==> config.mk <==
export PLATFORM = sky130hd
export DESIGN_NAME = mem_req_arbiter
export DESIGN_NICKNAME = d
export VERILOG_FILES = /design/src/rtl/mem_req_arbiter.sv
export SDC_FILE = /design/constraint.sdc
export NUM_CORES = 1
export LEC_CHECK = 0
export BUFFER_PORTS_ARGS = -buffer_cell sky130_fd_sc_hd__buf_2
export CAP_MARGIN = 20
export CORE_AREA = 2 2 320 322
export CTS_CLUSTER_DIAMETER = 60
export DETAILED_ROUTE_END_ITERATION = 8
export DIE_AREA = 0 0 322 324
export GPL_ROUTABILITY_DRIVEN = 0
export GPL_TIMING_DRIVEN = 1
export PLACE_DENSITY_LB_ADDON = 0.12
export SETUP_SLACK_MARGIN = 0.02
export SYNTH_ARGS = -nofsm -noshare
export SYNTH_HDL_FRONTEND = slang
export SYNTH_SLANG_ARGS = --single-unit
==> constraint.sdc <==
create_clock -name clk -period 3.25 [get_ports clk]
set_input_delay 0.4875 -clock clk [delete_from_list [all_inputs] [get_ports clk]]
set_output_delay 0.4875 -clock clk [all_outputs]
set_load 0.05 [all_outputs]
==> src/rtl/mem_req_arbiter.sv <==
// Round-robin arbiter funnelling per-port memory requests into one ordered queue, with response fan-out.
// Latency: grant to mem_req.vld is 1 cycle when the queue is empty; mem_rsp to rsp_out is 1 cycle.
// Backpressure: no port is granted while the queue is full; mem_ready stalls the head; responses never stall.

package mem_req_arbiter_pkg;
  typedef struct packed {
    logic        vld;
    logic [3:0]  core_id;
    logic [7:0]  access_id;
    logic [3:0]  access_length;
    logic [31:0] addr;
    logic [31:0] data;
  } request_t;
endpackage

module mem_req_arbiter
  import mem_req_arbiter_pkg::*;
#(
  parameter int NUM_PORTS  = 4,
  parameter int FIFO_DEPTH = 4
) (
  input  logic                          clk,
  input  logic                          reset,
  input  request_t                      req_in [NUM_PORTS],
  output logic [NUM_PORTS-1:0]          req_grant,
  output request_t                      mem_req,
  input  logic                          mem_ready,
  input  request_t                      mem_rsp,
  output request_t                      rsp_out [NUM_PORTS],
  output logic                          route_err,
  output logic [$clog2(FIFO_DEPTH):0]   occupancy
);

  localparam int PW = $clog2(NUM_PORTS);
  localparam int AW = $clog2(FIFO_DEPTH);
  localparam int CW = AW + 1;

  logic [PW-1:0] rr_ptr;
  logic [PW-1:0] gnt_idx;
  logic          gnt_found;
  logic          full;
  logic          push;
  logic          pop;
  logic [AW-1:0] wr_ptr;
  logic [AW-1:0] rd_ptr;
  request_t      fifo_mem [FIFO_DEPTH];

  // Fullness uses the registered fill level only, so mem_ready never reaches req_grant.
  assign full = (occupancy == CW'(FIFO_DEPTH));
  assign push = |req_grant;
  assign pop  = (occupancy != '0) && mem_ready;

  // Round-robin search: first valid port at or above rr_ptr, wrapping.
  always_comb begin
    int            cand;
    logic [PW-1:0] cand_idx;
    cand      = 0;
    cand_idx  = '0;
    gnt_found = 1'b0;
    gnt_idx   = '0;
    req_grant = '0;
    for (int off = 0; off < NUM_PORTS; off++) begin
      cand = int'(rr_ptr) + off;
      if (cand >= NUM_PORTS) cand = cand - NUM_PORTS;
      cand_idx = PW'(cand);
      if (!gnt_found && req_in[cand_idx].vld) begin
        gnt_found = 1'b1;
        gnt_idx   = cand_idx;
      end
    end
    if (reset && !full && gnt_found) req_grant[gnt_idx] = 1'b1;
  end

  // Pointer, fill-level and round-robin state; reset discards queued requests.
  always_ff @(posedge clk or negedge reset) begin
    if (!reset) begin
      rr_ptr    <= '0;
      wr_ptr    <= '0;
      rd_ptr    <= '0;
      occupancy <= '0;
    end else begin
      if (push) begin
        wr_ptr <= wr_ptr + AW'(1);
        rr_ptr <= (gnt_idx == PW'(NUM_PORTS - 1)) ? '0 : gnt_idx + PW'(1);
      end
      if (pop) rd_ptr <= rd_ptr + AW'(1);
      case ({push, pop})
        2'b10:   occupancy <= occupancy + CW'(1);
        2'b01:   occupancy <= occupancy - CW'(1);
        default: occupancy <= occupancy;
      endcase
    end
  end

  // Queue storage; the granted request is stored exactly as presented.
  always_ff @(posedge clk) begin
    if (push) fifo_mem[wr_ptr] <= req_in[gnt_idx];
  end

  // Head presentation: all-zero when empty so stale entries never leak out.
  always_comb begin
    mem_req = '0;
    if (occupancy != '0) begin
      mem_req     = fifo_mem[rd_ptr];
      mem_req.vld = 1'b1;
    end
  end

  // Response fan-out by core_id; unroutable responses are dropped and flagged until reset.
  always_ff @(posedge clk or negedge reset) begin
    if (!reset) begin
      for (int j = 0; j < NUM_PORTS; j++) rsp_out[j] <= '0;
      route_err <= 1'b0;
    end else begin
      for (int j = 0; j < NUM_PORTS; j++) begin
        rsp_out[j] <= (mem_rsp.vld && int'(mem_rsp.core_id) == j) ? mem_rsp : '0;
      end
      if (mem_rsp.vld && int'(mem_rsp.core_id) >= NUM_PORTS) route_err <= 1'b1;
    end
  end

endmodule
Yosys cells after proc, flatten, opt, wreduce, memory -nomap -nowiden
Memory sizes are Yosys's and may differ from the RTL's.
Index checks and enable logic that the tools add are counted.
{ "word_totals": {"word_cells": 125, "reg_bits": 334, "in_bits": 408, "mem_count": 1, "ramBits": 324, "output_inout_bits": 413} }
{ "mem_list": {"columns": ["name", "words", "width", "read_ports", "rd_clocked_by_memory_dff", "write_ports", "line_no", "source"], "rows": [
  ["fifo_mem", 4, 81, 1, 0, 1, "46", "request_t fifo_mem [FIFO_DEPTH];"]
]} }
{ "op_classes": {"n_lt_le_gt_ge": 12, "mux": 39, "eq_ne": 7, "reduce_logical": 20, "addsub": 12, "bitwise_logic": 5} }
{ "op_table": {"columns": ["operator", "count"], "rows": [
  ["two-way mux 81 bit", 15],
  ["binary-select mux 81 bit (select 2 bit)", 5],
  [">= comparator 3 bit, second input constant", 8],
  ["two-way mux 2 bit", 9],
  ["inverter 2 -> 3 bit", 5],
  ["logical AND 1 bit", 12],
  ["equality test 4 x 3 -> 1 bit, second input constant", 2],
  ["subtractor 2 x 1 -> 2 bit, second input constant", 4],
  ["two-way mux 1 bit", 7],
  ["adder 2 x 1 -> 2 bit, second input constant", 3],
  ["adder 2 x 2 -> 3 bit, second input constant", 2],
  ["case mux 3 bit (2 select lines)", 1],
  ["equality test 2 bit, second input constant", 2],
  ["equality test 4 x 2 -> 1 bit, second input constant", 1],
  [">= comparator 4 x 3 -> 1 bit, second input constant", 1],
  ["logical NOT 1 bit", 4],
  ["logical NOT 4 bit", 1],
  ["two-way mux 4 bit", 1],
  ["OR reduction 4 bit", 1],
  ["adder 2 x 1 -> 3 bit, second input constant", 1],
  ["adder 3 x 1 -> 3 bit, second input constant", 1],
  ["equality test 3 bit, second input constant", 1],
  [">= comparator 2 x 3 -> 1 bit, second input constant", 1],
  ["< comparator 2 x 3 -> 1 bit, second input constant", 1],
  ["6 further kinds", 6]
]} }

Depth between registers and ports, before layout
Gate-level depths: netlist of the first run.
{ "depth": {"ltp_word": 24, "mapped_depth": 9, "ltp_nobuf": 9} }

Worst setup path after synthesis of the first run
OpenSTA, ideal clock, no wires.
{ "synth_path": {"path_kind": "reg-to-reg", "from": "register occupancy[1]", "to": "memory fifo_mem[0][0] (netlist bit) (enable)", "slack_ns": -0.458, "path_buffers": 1, "t_arrival_ns": 3.261, "t_required_ns": 2.803, "path_stages_with_launch": 5, "setup_time_ns": 0.447, "period_less_slack_ns": 3.708, "cell_sequence": "dfrtp_1 inv_1 a31oi_1 clkbuf_1 and2_1"} }
{ "synth_between": {"elab_chain_cells": 8} }
{ "synth_lines": {"columns": ["item", "line_no", "source"], "rows": [
  ["from (decl)", "31", "output logic [$clog2(FIFO_DEPTH):0] occupancy"],
  ["from (signal assigned)", "88", "2'b10: occupancy <= occupancy + CW'(1);"],
  ["from (signal assigned)", "89", "2'b01: occupancy <= occupancy - CW'(1);"],
  ["from (signal assigned)", "90", "default: occupancy <= occupancy;"],
  ["equality test 3 bit", "49", "assign full = (occupancy == CW'(FIFO_DEPTH));"],
  ["logical NOT 1 bit", "71", "if (reset && !full && gnt_found) req_grant[gnt_idx] = 1'b1;"],
  ["logical AND 1 bit (2 in series)", "71", null],
  ["two-way mux 4 bit", "71", null],
  ["OR reduction 4 bit", "50", "assign push = |req_grant;"],
  ["two-way mux 1 bit", "97", "if (push) fifo_mem[wr_ptr] <= req_in[gnt_idx];"],
  ["two-way mux 1 bit (not written as such)", "97", null],
  ["to (decl)", "46", null]
]} }
Every way passes these cells.

==> results_dict.tcl, run 1 <==
set metrics [dict create \
    status "finished, final reports clean" \
    synth_flop_cell "dfrtp_1" \
    grt_pass1_wl_mm 117 \
    syn_inst 1512 \
    post-cts-setup-buffers 0 \
    crit_type "reg -> out" \
    via_count 15700 \
    synth_edf_count 320 \
    finClkSkew_ps 22.5 \
    drt_iter0_markers 610 \
    async_flop_share_pct 51.1 \
    initial_utilization_pct 25.3 \
    finalSetupViolCount 0 \
    via_per_inst 4.18 \
    die_y_um 324 \
    numPortBuffers 820 \
    drive_gt1_share_pct 44.5 \
    synth_area_leaders "edfxtp_1, dfrtp_1, and2_1" \
    yosysMostFrequentCell "and2_1" \
    hold_class "in -> reg" \
    clk_latency_ps 640 \
    fin_crit_ps 3050 \
    crit_required_ps 2760 \
    dieArea_mm2 0.104 \
    yosys-top-cells-count "and2_1, dfrtp_1, edfxtp_1, mux2i_1, mux4_2" \
    clk_pin_slew_worst_paths_ps 60 \
    dp_hpwl_mm 58.3 \
    drc 0 \
    placed_cells 3613 \
    yosys.area.top_type "edfxtp_1" \
    drt-total-wl_mm 82.9 \
    finalHoldViolCount 0 \
    dieWidth_um 322 \
    p_per_area_mw_per_mm2 884 \
    min_period_over_period_pct 93.8 \
    numCtsBuffers 81 \
    cts_tree "built" \
    fill_cells 9970 \
    clk_path_buf_depth 3 \
    ant_nets 0 \
    grtUsageTotal_pct 15.5 \
    max_slew.worst_pin.slew_ps 1000 \
    timing.fmax_mhz 328 \
    io_pins 821 \
    fp.coreArea_mm2 0.101 \
    ys_seq_elements 654 \
    max_cap_viol_count 0 \
    synth-seq-area-share_pct 70.3 \
    gr-total-overflow 0 \
    cp_max_fo 35 \
    end_kind "output port" \
    timing.hold.ws_ps 84.9 \
    peakVddDrop_v 0.000438 \
    root_buffer "clkbuf_16" \
    clock_sinks 654 \
    rows 117 \
    ys_warn_count 0 \
    drt-wirelength-per-cell_um 22.0 \
    leakagePower_nw 16.2 \
    h-tree-depth 3 \
    total_power_mw 30.2 \
    layoutNonFillerInstCount 3770 \
    area_growth_pct 33.9 \
    startpoint_type "flip-flop" \
    grt_pass1_vias 17300 \
    relSlewSlack_pct 33.4 \
    synth_top_area_share_pct 37.6 \
    yosysUniqueCellTypes 34 \
    dr.pass1.iters 4 \
    grt_max_degree 162 \
    drv_slew 0 \
    antenna_found_initial 14 \
    syn_avg_cell_area_um2 16.9 \
    synthesis.area_mm2 0.0256 \
    final_nets 2803 \
    tns_ps 0 \
    rsz0062_at_grt "no" \
    arrival_ps 2560 \
]
-- critical path: stages, from the launching register on --
cell     delay, ps
dfrtp_4        590
buf_12         320
mux4_2         580
and2_1         170
buf_2          200
-- cell usage in the layout (no fill, tap or decap), types with 5 or more instances in the layout --
cell       synthesis  final
and2_1           389    385
nor2_1             7      7
buf_2             15    819
dfrtp_1          334    332
edfxtp_1         320    320
clkbuf_8           0      6
nand2_1            6      6
inv_1              8      8
bufinv_16          0      7
clkinv_1           0      8
mux4_2            80     80
clkbuf_16          0     84
clkinv_2           0     12
inv_6              0      5
diode_2            0      9
mux2i_1          242    242
conb_1             1     12
ha_1               5      5
buf_4              1     32
clkinv_8           0      5
buf_12             0     16
clkbuf_1          43     13
-- sequential cells by signal, summed over array words and instances, names as in the netlist --
name       flops
rd_ptr         2
occupancy      3
wr_ptr         2
rsp_out      324
fifo_mem     320
route_err      1
rr_ptr         2
-- per-stage QoR --
step,util (%),setup WS [ps],cell area (µm²)
3_3_place_gp,31.1,514,31500
4_1_cts,33.8,67.7,34200
3_5_place_dp,31.1,499,31500
6_report,33.9,203,34200
2_1_floorplan,-,412,25600
5_1_grt,33.9,48.3,34200
-- area by class of cell --
class	count	area, µm²	area share, %
Tap cell	1309	1640	4.79
Clock buffer	103	2230	6.53
Multi-Input combinational cell	773	7130	20.8
Inverter	8	30.0	0.0877
Sequential cell	654	18000	52.5
Antenna cell	9	22.5	0.0658
Timing Repair Buffer	871	4730	13.8
Clock inverter	43	474	1.39
-- power breakdown --
part | internal (mW) | switching (mW)
sequential | 10.3 | 0.330
clock | 5.45 | 3.56
combinational | 3.43 | 7.18
total | 19.2 | 11.1
-- logic make-up after synthesis --
family | Yosys count | synth area share [%]
flip-flops | 654 | 70.3
AND/OR/NAND/NOR | 414 | 10.0
multiplexers | 322 | 16.5
buffers and inverters | 96 | 2.20
AO/OA/AOI/OAI | 12 | 0.391
XOR/XNOR | 7 | 0.240
adder cells (fa/ha/maj) | 6 | 0.323
other | 1 | 0.0147
-- layer usage --
layer  part of all wire (%)  global-route usage (%)  vias to the layer above
li1                       -                       -                     7150
met1                     37                    17.0                     7866
met2                     51                    27.2                      591
met3                    8.9                    5.63                      128
met4                    3.0                    6.09                       10
met5                  0.066                       0                        -
-- path summary, 6_finish.rpt --
path | startpoint | end | slack, ps | cells past startpoint
max | rd_ptr[0] | mem_req[35] | 200 | 4
min | mem_rsp[19] | rsp_out[262] | 80 | 2
max reg2reg | rr_ptr[1] | fifo_mem[0][14] | 640 | 6
min reg2reg | route_err | route_err | 490 | 1
max in group asynchronous | reset | rsp_out[61] | 1740 | 3
min in group asynchronous | reset | rsp_out[242] | 310 | 2
-- repair_timing --
action / 4_1_cts / 5_1_grt
hold endpoints to repair: 14 / 0
setup endpoints to repair: 2 / 1
hold buffers: 1 / 0
resized for setup: 1 / 1
pin swaps: 0 / 0
Note: power is estimated with default switching activity, not from simulation.
==> run 2: changes to the inputs <==
--- a/config.mk
+++ b/config.mk
@@ -7,13 +7,15 @@
 export LEC_CHECK = 0
 export BUFFER_PORTS_ARGS = -buffer_cell sky130_fd_sc_hd__buf_2
 export CAP_MARGIN = 20
-export CORE_AREA = 2 2 320 322
+export CELL_PAD_IN_SITES_DETAIL_PLACEMENT = 1
+export CELL_PAD_IN_SITES_GLOBAL_PLACEMENT = 2
+export CORE_AREA = 2 2 317 319
 export CTS_CLUSTER_DIAMETER = 60
 export DETAILED_ROUTE_END_ITERATION = 8
-export DIE_AREA = 0 0 322 324
+export DIE_AREA = 0 0 319 321
 export GPL_ROUTABILITY_DRIVEN = 0
 export GPL_TIMING_DRIVEN = 1
-export PLACE_DENSITY_LB_ADDON = 0.12
+export PLACE_DENSITY_LB_ADDON = 0.1
 export SETUP_SLACK_MARGIN = 0.02
 export SYNTH_ARGS = -nofsm -noshare
 export SYNTH_HDL_FRONTEND = slang
==> run 2 against run 1 <==
  * Sequential power about the same
  * Register-to-register slack improved by 130 ps
  * Total power decreased by 0.52%
  * Critical path type unchanged
  * Largest cell class unchanged
  * Highest routed layer unchanged
==> results_dict.tcl, run 2 (synthesis results as in run 1) <==
set metrics [dict create \
    hold_class "in -> reg" \
    cts_tree "built" \
    fin_crit_ps 3010 \
    worstHoldEndpoint "rsp_out[37]" \
    cp.buffers_inverters 2 \
    multiInputGateArea_mm2 0.00713 \
    drive_gt1_share_pct 44.6 \
    h-tree-depth 3 \
    grt_pass1_vias 18400 \
    final_nets 2815 \
    drv_slew 0 \
    status "finished, final reports clean" \
    dpl_cell_area_mm2 0.0316 \
    rsz0062_at_grt "no" \
    ant_nets 0 \
    cp_max_fo 9 \
    fp.coreArea_mm2 0.0993 \
    rows 116 \
    grt_pass1_wl_mm 128 \
    via_per_inst 4.31 \
    via_count 16200 \
    io_pins 821 \
    numCtsBuffers 80 \
    switchingPower_mw 11.2 \
    drc 0 \
    final-seq-area_mm2 0.0180 \
    fill_cells 10500 \
    cts_hold_buf 1 \
    finalSetupViolCount 0 \
    post-cts-setup-buffers 0 \
    timing.fmax_mhz 333 \
    timing.rr.end "fifo_mem[1][19]" \
    drt-total-wl_mm 89.0 \
    reg2reg_from "rr_ptr[1]" \
    crit_chain "mux2i_1 > nor2_1 > a311oi_4 > buf_4 > nand2_1 > nor2_1 > buf_2" \
    max_slew.worst_pin.slew_ps 974 \
    r2r_slack_ps 770 \
    finClkSkew_ps 18.3 \
    cpMaxStageDelayCell "dfrtp_1" \
    crit_path_frequent_cell "nor2_1" \
    drt_iter0_markers 546 \
    antenna_found_initial 16 \
    reg2reg_depth 6 \
    startpoint_type "flip-flop" \
    total_power_mw 30.1 \
    largestRegisters "rsp_out (324), fifo_mem (320), occupancy (3)" \
    arrival_ps 2520 \
    leakagePower_nw 16.2 \
    clk_latency_ps 630 \
    crit_type "reg -> out" \
    grt_max_degree 100 \
    largest_reg_flops 324 \
    numPortBuffers 820 \
    min_period_over_period_pct 92.5 \
    drt-wirelength-per-cell_um 23.6 \
    max_cap_viol_count 0 \
    intPower_mw 18.9 \
    power_frac_seq_pct 35.4 \
    crit_required_ps 2760 \
    worstHoldStart "mem_rsp[37]" \
    area_growth_pct 33.8 \
    final_common_cell "buf_2" \
    dr.pass1.iters 4 \
    p_per_area_mw_per_mm2 879 \
    dieArea_mm2 0.102 \
    layoutNonFillerInstCount 3764 \
    crit_family "buffers and inverters" \
    gr-total-overflow 0 \
    initial_utilization_pct 25.8 \
    fin_area_mm2 0.0342 \
    hold_depth 2 \
    placed_cells 3616 \
    clk_path_buf_depth 3 \
    grtUsageTotal_pct 17.1 \
    clk_pin_slew_worst_paths_ps 60 \
    relSlewSlack_pct 35.0 \
    combPwrFrac_pct 35.8 \
    peakVddDrop_v 0.000332 \
    swShare_pct 37.1 \
    die_y_um 321 \
    clock_sinks 654 \
    dp_hpwl_mm 64.5 \
    root_buffer "clkbuf_16" \
    cts_resized 0 \
    dieWidth_um 319 \
    worst_path_largest_cell_delay_ps 510 \
    regMostFlops "rsp_out" \
    tns_ps 0 \
    end_kind "output port" \
    final_cell_mix "buf_2, and2_1, dfrtp_1" \
    finalHoldViolCount 0 \
    clkPwrFrac_pct 28.8 \
]
run 2: worst max path at each step:
| stage | from | to | slack (ps) | depth (start not counted) |
|---|---|---|---|---|
| 6_report | rr_ptr[1] | req_grant[1] | 240 | 7 |
| 5_1_grt | rr_ptr[1] | req_grant[1] | 40 | 7 |
| 4_1_cts | rd_ptr[1] | mem_req[63] | 140 | 4 |
| 3_5_place_dp | req_in[323] | fifo_mem[0][45] | 640 | 8 |
| 3_3_place_gp | occupancy[2] | occupancy[2] | 630 | 8 |
| 2_1_floorplan | occupancy[1] | fifo_mem[0][0] | 410 | 4 |
run 2: final cells by class:
cell class	count	area share, %
Clock inverter	34	0.991
Multi-Input combinational cell	773	20.8
Timing Repair Buffer	884	14.3
Clock buffer	109	6.53
Antenna cell	4	0.0292
Sequential cell	654	52.5
Tap cell	1298	4.75
Inverter	8	0.0877
run 2: per-stage QoR:
step                setup slack [ps]  hold WS, ps  utilization, %
floorplan                        412          192               -
finish                           245         93.4            34.5
global placement                 627          447            31.9
detailed placement               645          469            31.9
global route                    37.9         69.8            34.5
CTS                              142         32.3            34.5
run 2: power by group through the flow:
stage / sequential, mW / combinational [mW] / clock, mW
final: 10.7 / 10.8 / 8.66
after global routing: 10.8 / 11.5 / 9.28
after CTS: 10.7 / 11.2 / 8.98
after detailed placement: 10.8 / 11.2 / 0
after global placement: 10.8 / 11.0 / 0
after floorplan: 10.8 / 7.41 / 0
run 2: metal layers:
layer,share of wire (%),global-route usage [%],up-vias
met4,2.1,4.49,14
met2,52,30.7,562
met3,9.2,6.73,122
met1,37,18.9,8346
met5,0.11,0,-
li1,-,-,7162
